===== config.mk =====
export PLATFORM = sky130hd
export DESIGN_NAME = masar_seq_mult
export DESIGN_NICKNAME = d
export VERILOG_FILES = /design/src/rtl/masar_seq_mult_pkg.sv /design/src/rtl/masar_seq_mult_digit_pp.sv /design/src/rtl/masar_seq_mult.sv
export SDC_FILE = /design/constraint.sdc
export NUM_CORES = 1
export LEC_CHECK = 0
export BUFFER_PORTS_ARGS = -buffer_cell sky130_fd_sc_hd__buf_2
export CORE_MARGIN = 1.5
export CORE_UTILIZATION = 25
export DETAILED_ROUTE_END_ITERATION = 12
export GPL_TIMING_DRIVEN = 0
export PLACE_DENSITY = 0.39
export SYNTH_ARGS = -nofsm -noshare
export SYNTH_HDL_FRONTEND = slang
export SYNTH_SLANG_ARGS = --single-unit

===== constraint.sdc =====
create_clock -name clk -period 6 [get_ports clk]
set_input_delay 1.2 -clock clk [delete_from_list [all_inputs] [get_ports clk]]
set_output_delay 1.2 -clock clk [all_outputs]
set_load 0.01 [all_outputs]

===== src/rtl/masar_seq_mult_pkg.sv =====
// Shared definitions for the masar sequential multiplier.
//   DEF_WIDTH / DEF_DIGIT : default operand width and bits retired per BUSY cycle
//   state_e               : FSM state encoding (Idle=0, Busy=1, Done=2)
//   cnt_width()           : width of a down-counter that must hold n-1 (never below 1 bit)
package masar_seq_mult_pkg;

  localparam int unsigned DEF_WIDTH = 8;
  localparam int unsigned DEF_DIGIT = 2;

  typedef enum logic [1:0] {
    StIdle = 2'd0,
    StBusy = 2'd1,
    StDone = 2'd2
  } state_e;

  function automatic int unsigned cnt_width(input int unsigned n);
    return (n > 1) ? $clog2(n) : 1;
  endfunction

endpackage


===== src/rtl/masar_seq_mult_digit_pp.sv =====
// Combinational WIDTH x DIGIT unsigned partial product.
//   a : WIDTH-bit multiplicand magnitude
//   b : DIGIT-bit slice of the multiplier
//   p : WIDTH+DIGIT-bit product a*b
module masar_seq_mult_digit_pp #(
  parameter int unsigned WIDTH = 8,
  parameter int unsigned DIGIT = 2
) (
  input  logic [WIDTH-1:0]       a,
  input  logic [DIGIT-1:0]       b,
  output logic [WIDTH+DIGIT-1:0] p
);

  always_comb begin
    p = {{DIGIT{1'b0}}, a} * {{WIDTH{1'b0}}, b};
  end

endmodule


===== src/rtl/masar_seq_mult.sv =====
// Sequential shift-and-add multiplier, signed or unsigned, DIGIT multiplier bits per cycle.
// Operands are taken as magnitudes; the sign is re-applied once the last digit is summed.
//   clk, rst_n           : clock, asynchronous active-low reset
//   in_valid / in_ready  : operand handshake (in_ready high only when idle)
//   in_signed, x, y      : operand mode and WIDTH-bit operands
//   out_valid / out_ready: result handshake (result held while out_valid)
//   result               : 2*WIDTH-bit product, keeps last value when idle
//   busy                 : high while digits are being accumulated
// WIDTH must be a multiple of DIGIT.
module masar_seq_mult
  import masar_seq_mult_pkg::*;
#(
  parameter int unsigned WIDTH = DEF_WIDTH,
  parameter int unsigned DIGIT = DEF_DIGIT
) (
  input  logic               clk,
  input  logic               rst_n,
  input  logic               in_valid,
  output logic               in_ready,
  input  logic               in_signed,
  input  logic [WIDTH-1:0]   x,
  input  logic [WIDTH-1:0]   y,
  output logic               out_valid,
  input  logic               out_ready,
  output logic [2*WIDTH-1:0] result,
  output logic               busy
);

  localparam int unsigned N    = WIDTH / DIGIT;
  localparam int unsigned CntW = cnt_width(N);
  localparam int unsigned AccW = 2 * WIDTH;
  localparam int unsigned ShW  = $clog2(AccW) + 1;

  state_e            state_q, state_d;
  logic [CntW-1:0]   cnt_q, cnt_d;
  logic [WIDTH-1:0]  xmag_q, xmag_d;
  logic [WIDTH-1:0]  ysh_q, ysh_d;
  logic              neg_q, neg_d;
  logic [AccW-1:0]   acc_q, acc_d;
  logic [AccW-1:0]   result_q, result_d;

  logic [WIDTH+DIGIT-1:0] pp;
  logic [AccW-1:0]        pp_ext;
  logic [AccW-1:0]        acc_sum;
  logic [ShW-1:0]         shamt;

  // Most-negative input maps to 2^(WIDTH-1), which still fits unsigned in WIDTH bits.
  function automatic logic [WIDTH-1:0] magnitude(input logic [WIDTH-1:0] v, input logic sgn);
    return (sgn && v[WIDTH-1]) ? (~v + {{(WIDTH-1){1'b0}}, 1'b1}) : v;
  endfunction

  masar_seq_mult_digit_pp #(
    .WIDTH (WIDTH),
    .DIGIT (DIGIT)
  ) u_digit_pp (
    .a (xmag_q),
    .b (ysh_q[DIGIT-1:0]),
    .p (pp)
  );

  // Digit k = N-1-cnt is weighted by 2^(DIGIT*k).
  always_comb begin
    shamt   = ShW'((N - 1 - int'(cnt_q)) * DIGIT);
    pp_ext  = AccW'(pp);
    acc_sum = acc_q + (pp_ext << shamt);
  end

  always_comb begin
    state_d  = state_q;
    cnt_d    = cnt_q;
    xmag_d   = xmag_q;
    ysh_d    = ysh_q;
    neg_d    = neg_q;
    acc_d    = acc_q;
    result_d = result_q;
    unique case (state_q)
      StIdle: begin
        if (in_valid) begin
          xmag_d  = magnitude(x, in_signed);
          ysh_d   = magnitude(y, in_signed);
          neg_d   = in_signed && (x[WIDTH-1] ^ y[WIDTH-1]);
          acc_d   = '0;
          cnt_d   = CntW'(N - 1);
          state_d = StBusy;
        end
      end
      StBusy: begin
        acc_d = acc_sum;
        ysh_d = ysh_q >> DIGIT;
        cnt_d = cnt_q - CntW'(1);
        if (cnt_q == '0) begin
          result_d = neg_q ? (~acc_sum + AccW'(1)) : acc_sum;
          cnt_d    = '0;
          state_d  = StDone;
        end
      end
      StDone: begin
        if (out_ready) begin
          state_d = StIdle;
        end
      end
      default: state_d = StIdle;
    endcase
  end

  always_ff @(posedge clk or negedge rst_n) begin
    if (!rst_n) begin
      state_q  <= StIdle;
      cnt_q    <= '0;
      xmag_q   <= '0;
      ysh_q    <= '0;
      neg_q    <= 1'b0;
      acc_q    <= '0;
      result_q <= '0;
    end else begin
      state_q  <= state_d;
      cnt_q    <= cnt_d;
      xmag_q   <= xmag_d;
      ysh_q    <= ysh_d;
      neg_q    <= neg_d;
      acc_q    <= acc_d;
      result_q <= result_d;
    end
  end

  always_comb begin
    in_ready  = (state_q == StIdle);
    busy      = (state_q == StBusy);
    out_valid = (state_q == StDone);
    result    = result_q;
  end

endmodule


=== Word-level counts from Yosys, hierarchy flattened ===
Index checks and enable logic that the tools add are counted.

* $add $sub $neg: 6
* Multipliers: 1
* Eq/ne operators: 5
* Shifts and indexed selects: 1
* Mux-type cells: 14
* Bitwise logic cells: 4
* Reductions and logical operators: 10

{| class="wikitable"
|+ Operators with widths
! kind !! number
|-
| 16-bit 2-to-1 mux || 2
|-
| 16-bit one-hot mux with 2 select lines || 1
|-
| 8-bit 2-to-1 mux || 3
|-
| 16-bit by 1-bit adder with 16-bit output, second input constant || 1
|-
| 16-bit adder || 1
|-
| 8-bit by 1-bit adder with 8-bit output, second input constant || 2
|-
| 16-bit NOT || 1
|-
| 8-bit NOT || 2
|-
| 8-bit one-hot mux with 2 select lines || 1
|-
| 10-bit by 5-bit left shift with 16-bit output || 1
|-
| 8-bit by 2-bit multiplier with 10-bit output || 1
|-
| 2-bit 2-to-1 mux || 5
|-
| 2-bit one-hot mux with 3 select lines || 1
|-
| 2-bit AND reduction || 3
|-
| 2-bit logical NOT || 2
|-
| 2-bit by 1-bit inequality test with 1-bit output, second input constant || 2
|-
| 2-bit one-hot mux with 2 select lines || 1
|-
| 1-bit logical AND || 3
|-
| 3-bit AND reduction || 1
|-
| 2-bit by 2-bit subtractor with 3-bit output, first input constant || 1
|-
| 2-bit by 1-bit == test with 1-bit output, second input constant || 1
|-
| 2-bit == test, second input constant || 1
|-
| 2-bit inequality test, second input constant || 1
|-
| 2-bit nonzero test || 1
|-
| 2 further kinds || 2
|}

* Register bits: 53
* Bits of input ports: 21
* Output and inout port bits: 19
* Logic and storage cells: 48

=== Longest topological paths before layout ===
* Depth in word-level cells: 6
* Depth in mapped cells: 20
* Depth with buffers taken out: 20

=== Hierarchy ===
Synthesis repeated with hierarchy kept, for this count alone.

* Cells, all modules: 477
* Area, all modules: 4075.2 um2

{| class="wikitable"
|+ Modules (own cells, without submodules)
! module !! instances !! cells an instance !! area an instance (um2) !! sequential area each (um2)
|-
| masar_seq_mult || 1 || 425 || 3671.0 || 1326.3
|-
| masar_seq_mult_digit_pp || 1 || 52 || 404.1 || 0.0
|}

=== Worst setup path after synthesis ===
No wires, ideal clock.

* Kind: reg-to-reg
* From: register ysh_q[1]
* To: register result_q[14], in the netlist result[14]
* Library setup time: 0.131 ns
* Arrival time: 4.054 ns
* Required time: 5.869 ns
* Path slack: 1.814 ns
* Stages on the path, launching flop included: 21
* Period minus slack after synthesis: 4.186 ns
* Path through: dfrtp_1 > and2_1 > ha_1 > fa_1 > a21o_1 > a21oi_1 > nand2b_1 > nand2b_1 > a21oi_1 > xnor2_1 > a21oi_1 > mux2i_1 > ha_1 > nand2_1 > o21ai_0 > a31oi_1 > xnor2_1 > o211ai_2 > o41ai_2 > xnor2_1 > o21ai_1

* Longest elaborated chain between the ends: 6

{| class="wikitable"
|+ Ends and longest elaborated chain
! element !! line !! RTL
|-
| from (decl) || masar_seq_mult.sv:37 || <nowiki>logic [WIDTH-1:0] ysh_q, ysh_d;</nowiki>
|-
| from (signal assigned) || masar_seq_mult.sv:119 || <nowiki>ysh_q <= ysh_d;</nowiki>
|-
| 8-bit by 2-bit multiplier with 10-bit output (*) || masar_seq_mult_digit_pp.sv:15 || <nowiki>p = {{DIGIT{1'b0}}, a} * {{WIDTH{1'b0}}, b};</nowiki>
|-
| 10-bit by 5-bit left shift with 16-bit output (*) || masar_seq_mult.sv:65 || <nowiki>acc_sum = acc_q + (pp_ext << shamt);</nowiki>
|-
| 16-bit adder (*) || masar_seq_mult.sv:65 ||
|-
| 16-bit NOT || masar_seq_mult.sv:92 || <nowiki>result_d = neg_q ? (~acc_sum + AccW'(1)) : acc_sum;</nowiki>
|-
| 16-bit by 1-bit adder with 16-bit output || masar_seq_mult.sv:92 ||
|-
| 16-bit 2-to-1 mux (*) || masar_seq_mult.sv:92 ||
|-
| to (signal assigned) || masar_seq_mult.sv:122 || <nowiki>result_q <= result_d;</nowiki>
|-
| to (decl) || masar_seq_mult.sv:40 || <nowiki>logic [AccW-1:0] result_q, result_d;</nowiki>
|}

Mark *: on every way between the ends. The rest lies on a longest branch, timed or not.
A chain may end at the register's enable or synchronous reset.

=== Worst setup path after layout ===
* From: register ysh_q[1]
* To: register result_q[15], in the netlist result[15]

The elaborated chain is that of the path after synthesis.

==> results by group <==
Die
  • Num ports: 40
  • Effective utilization at floorplan: 0.256
  • Die ar.: 17000 sq um
  • Core Area: 15900 sq um
  • Row cnt: 46
  • Die Wd: 131 um
  • Die Height: 131 um

Detailed routing
  • Via count: 3475
  • Final wirelength: 11200 um
  • Met2 wire len: 5240 um
  • Top routing layer in use: met4
  • 1st-pass router iterations: 4
  • Met3 routed WL: 370 um
  • Residual DRC: 0
  • Routed Antenna Nets: 0
  • WL met1: 5450 um
  • WL/cell: 15.1 um
  • Drt first-iter violations: 145
  • Post-DR vias/cell: 4.68

Flow run
  • Max Cap Viol: 0

Clock network
  • # Post-CTS Setup Buffers: 0
  • Reg clk slew, reported paths: 0.08 ns
  • H-tree Lvls: 2
  • CTS Sinks: 53
  • Post-cts sizing count: 0
  • CTS tree: done
  • Clk root buf: clkbuf_16
  • Clock Latency Late Sink: 0.30 ns
  • Hold-fix buffers, CTS: 0
  • Longest Clk Path Bufs: 2
  • Inserted Clock Buffers: 5

Place
  • Setup WS pre-CTS: 1.06 ns
  • RePlAce Congestion: 0.864
  • Port Buffers: 39
  • Post-DP HPWL: 8770 um

Synthesis
  • Syn_area_per_cell: 8.49 sq um
  • Post-Synth Simple-Gate Area: 0.213
  • Synth Area in Adders: 0.0867
  • Post-synthesis cell count: 479
  • Unique masters post-synth: 59
  • Compound-Gate Fraction of Synth Area: 0.213
  • Mux cell area share after synthesis: 0.0298
  • Post-synth ARST share: 1.00
  • Register bit count reported by yosys: 53
  • Yosys warns: 0
  • Mapped Nets: 527
  • Seq/Total Area, Yosys: 0.326
  • Largest family of logic cells by synthesized area: compound AO/OA/AOI/OAI gates
  • Post-synth EDFFs: 0
  • Primary FF master, synth: dfrtp_1
  • Post-Syn Area: 4070 sq um
  • Xor/xnor cell area share of the yosys netlist: 0.0926

Finish
  • Final #Nets: 573
  • Post-layout util: 0.298
  • Area growth, synth to finish: 16.2%
  • Layout cell share with drive strength beyond 1: 0.125
  • Diodes inserted: 0

GRT
  • First-pass GRT wire length: 18200 um
  • Antenna violations before repair: 0
  • Vias in the first global route: 3442
  • GRT Util Overall: 0.140
  • Total grt overflow: 0
  • Largest net degree at the start of global routing: 54

Power and ir drop
  • Worst VDD drop: 182 uV
  • P_leak: 2.13 nW
  • Pwr dens: 659 nW/um^2

Timing
  • Worst rel slew slack: 0.521
  • Setup Skew: 0.00601 ns
  • Final TNS setup: 0 ns
  • RSZ-0062 raised after global routing: no
  • Period utilization: 0.834
  • Final slew viol count: 0
  • Fmax: 200 MHz
  • Min cycle time layout: 5.01 ns
  • Worst setup margin: 0.994 ns
  • Hold Fails Final Rpt: 0
  • Slew @ Worst Pin: 0.713 ns
  • Setup violators final: 0

Setup path
  • CP required: 6.17 ns
  • Worst r2r dst: result[15]$_DFFE_PN0P_
  • Crit path max fanout: 9
  • Critical-path top delay cell: xnor2_1
  • Worst setup EP type: flop
  • Startpoint Class: flop
  • CP cell instances: and2_1 -> ha_1 -> fa_1 -> a21o_1 -> a21oi_1 -> nand2b_1 -> nand2b_1 -> a21oi_1 -> xnor2_1 -> a21oi_1 -> mux2i_1 -> ha_1 -> nand2_1 -> o21ai_0 -> a31oi_1 -> xnor2_1 -> o211ai_2 -> o41ai_2 -> xnor2_1 -> o21ai_1
  • RR Startpoint: ysh_q[1]$_DFFE_PN0P_
  • Critical path type: flop to flop
  • Arrival time of the worst setup path: 5.18 ns
  • FF-to-FF path depth: 20
  • CP peak stage delay: 0.51 ns
  • R2R setup slack: 0.99 ns

Min path
  • Hold/Removal Path Class: flop to flop
  • Hold Path Origin: result[8]$_DFFE_PN0P_
  • Worst hold stages: 2
  • Endpoint, Worst Hold: result[8]$_DFFE_PN0P_

Run status
  • Status: completed
critical path: cells and delay by family, from the launching register on:
kind | cells | cell delay [ns]
flops | 1 | 0.46
xor+xnor | 3 | 0.80
fa+ha+maj | 3 | 1.03
mux | 1 | 0.14
compound gates | 9 | 1.90
simple gates | 4 | 0.54
cell usage after synthesis, types with 5 or more instances:
| master | number | share of area |
|---|---|---|
| nand2_1 | 55 | 0.051 |
| nand3_1 | 28 | 0.034 |
| dfrtp_1 | 53 | 0.33 |
| a31oi_1 | 8 | 0.012 |
| and2_1 | 16 | 0.025 |
| and3_1 | 5 | 0.0077 |
| nand2b_1 | 8 | 0.012 |
| inv_1 | 19 | 0.018 |
| a21o_1 | 7 | 0.013 |
| a21oi_1 | 22 | 0.027 |
| mux2i_1 | 11 | 0.027 |
| ha_1 | 25 | 0.077 |
| nor2_1 | 32 | 0.030 |
| clkbuf_1 | 18 | 0.017 |
| a22oi_1 | 8 | 0.015 |
| xor2_1 | 17 | 0.037 |
| nor3_1 | 8 | 0.0098 |
| o21ai_0 | 50 | 0.062 |
| xnor2_1 | 26 | 0.056 |
layer usage:
metal / vias to the layer above / track usage
li1: 1788 / -
met1: 1612 / 0.183
met3: 10 / 0.0232
met5: - / 0
met4: 0 / 0.0336
met2: 65 / 0.242
logic make-up (layout without fill, tap and decap cells):
| group | Yosys count | in the layout |
|---|---|---|
| fa+ha+maj | 27 | 27 |
| mux | 12 | 12 |
| simple gates | 173 | 173 |
| buf+inv | 40 | 87 |
| flops | 53 | 53 |
| compound gates | 131 | 131 |
| xor+xnor | 43 | 43 |
how the worst max path moves through the flow:
| stage | from | to | slack [ns] |
|---|---|---|---|
| 3_5_place_dp | ysh_q[1]$_DFFE_PN0P_ | result[15]$_DFFE_PN0P_ | 1.06 |
| 3_3_place_gp | ysh_q[1]$_DFFE_PN0P_ | result[15]$_DFFE_PN0P_ | 1.03 |
| 4_1_cts | ysh_q[1]$_DFFE_PN0P_ | result[15]$_DFFE_PN0P_ | 1.03 |
| 2_1_floorplan | ysh_q[1]$_DFFE_PN0P_ | result[14]$_DFFE_PN0P_ | 1.81 |
| 5_1_grt | ysh_q[1]$_DFFE_PN0P_ | result[14]$_DFFE_PN0P_ | 0.51 |
| 6_report | ysh_q[1]$_DFFE_PN0P_ | result[15]$_DFFE_PN0P_ | 0.99 |
sequential cells by signal, indices dropped and copies added, names as in the netlist:
register,cells
xmag_q,8
ysh_q,8
result,16
acc_q,16
cnt_q,2
neg_q,1
state_q,2
cells in the final DEF (no fill, tap or decap), types with 11 or more instances in the layout:
cell / n
nand2_1: 55
dfrtp_1: 53
o21ai_0: 50
buf_2: 39
nor2_1: 32
nand3_1: 28
xnor2_1: 26
ha_1: 25
a21oi_1: 22
inv_1: 19
clkbuf_1: 18
xor2_1: 17
and2_1: 16
mux2i_1: 11
per-stage QoR:
stage / total power, mW / instances / area, sq um / hold WS [ns]
6_report: 3.11 / 742 / 4730 / 0.476
5_1_grt: 3.46 / 742 / 4730 / 0.507
4_1_cts: 3.16 / 742 / 4720 / 0.486
3_5_place_dp: 2.76 / 734 / 4530 / 0.468
3_3_place_gp: 2.74 / 734 / 4530 / 0.458
2_1_floorplan: 2.20 / 479 / 4070 / 0.456
report_power, final:
part	switching, mW	leakage, nW	internal, mW
clock network	0.150	0.0938	0.239
registers	0.103	0.675	0.517
logic	1.33	1.36	0.780
total	1.58	2.13	1.54
layout make-up:
| class | instances | area, sq um |
|---|---|---|
| multi-input combinational | 386 | 2580 |
| clock buffer | 5 | 125 |
| buffer | 21 | 87.6 |
| timing repair buffer | 39 | 198 |
| inverter | 19 | 71.3 |
| clock inverter | 3 | 65.1 |
| tap | 216 | 270 |
| sequential | 53 | 1330 |
| fill | 1734 | 11200 |
No activity file was read; power rests on OpenSTA's default activity.
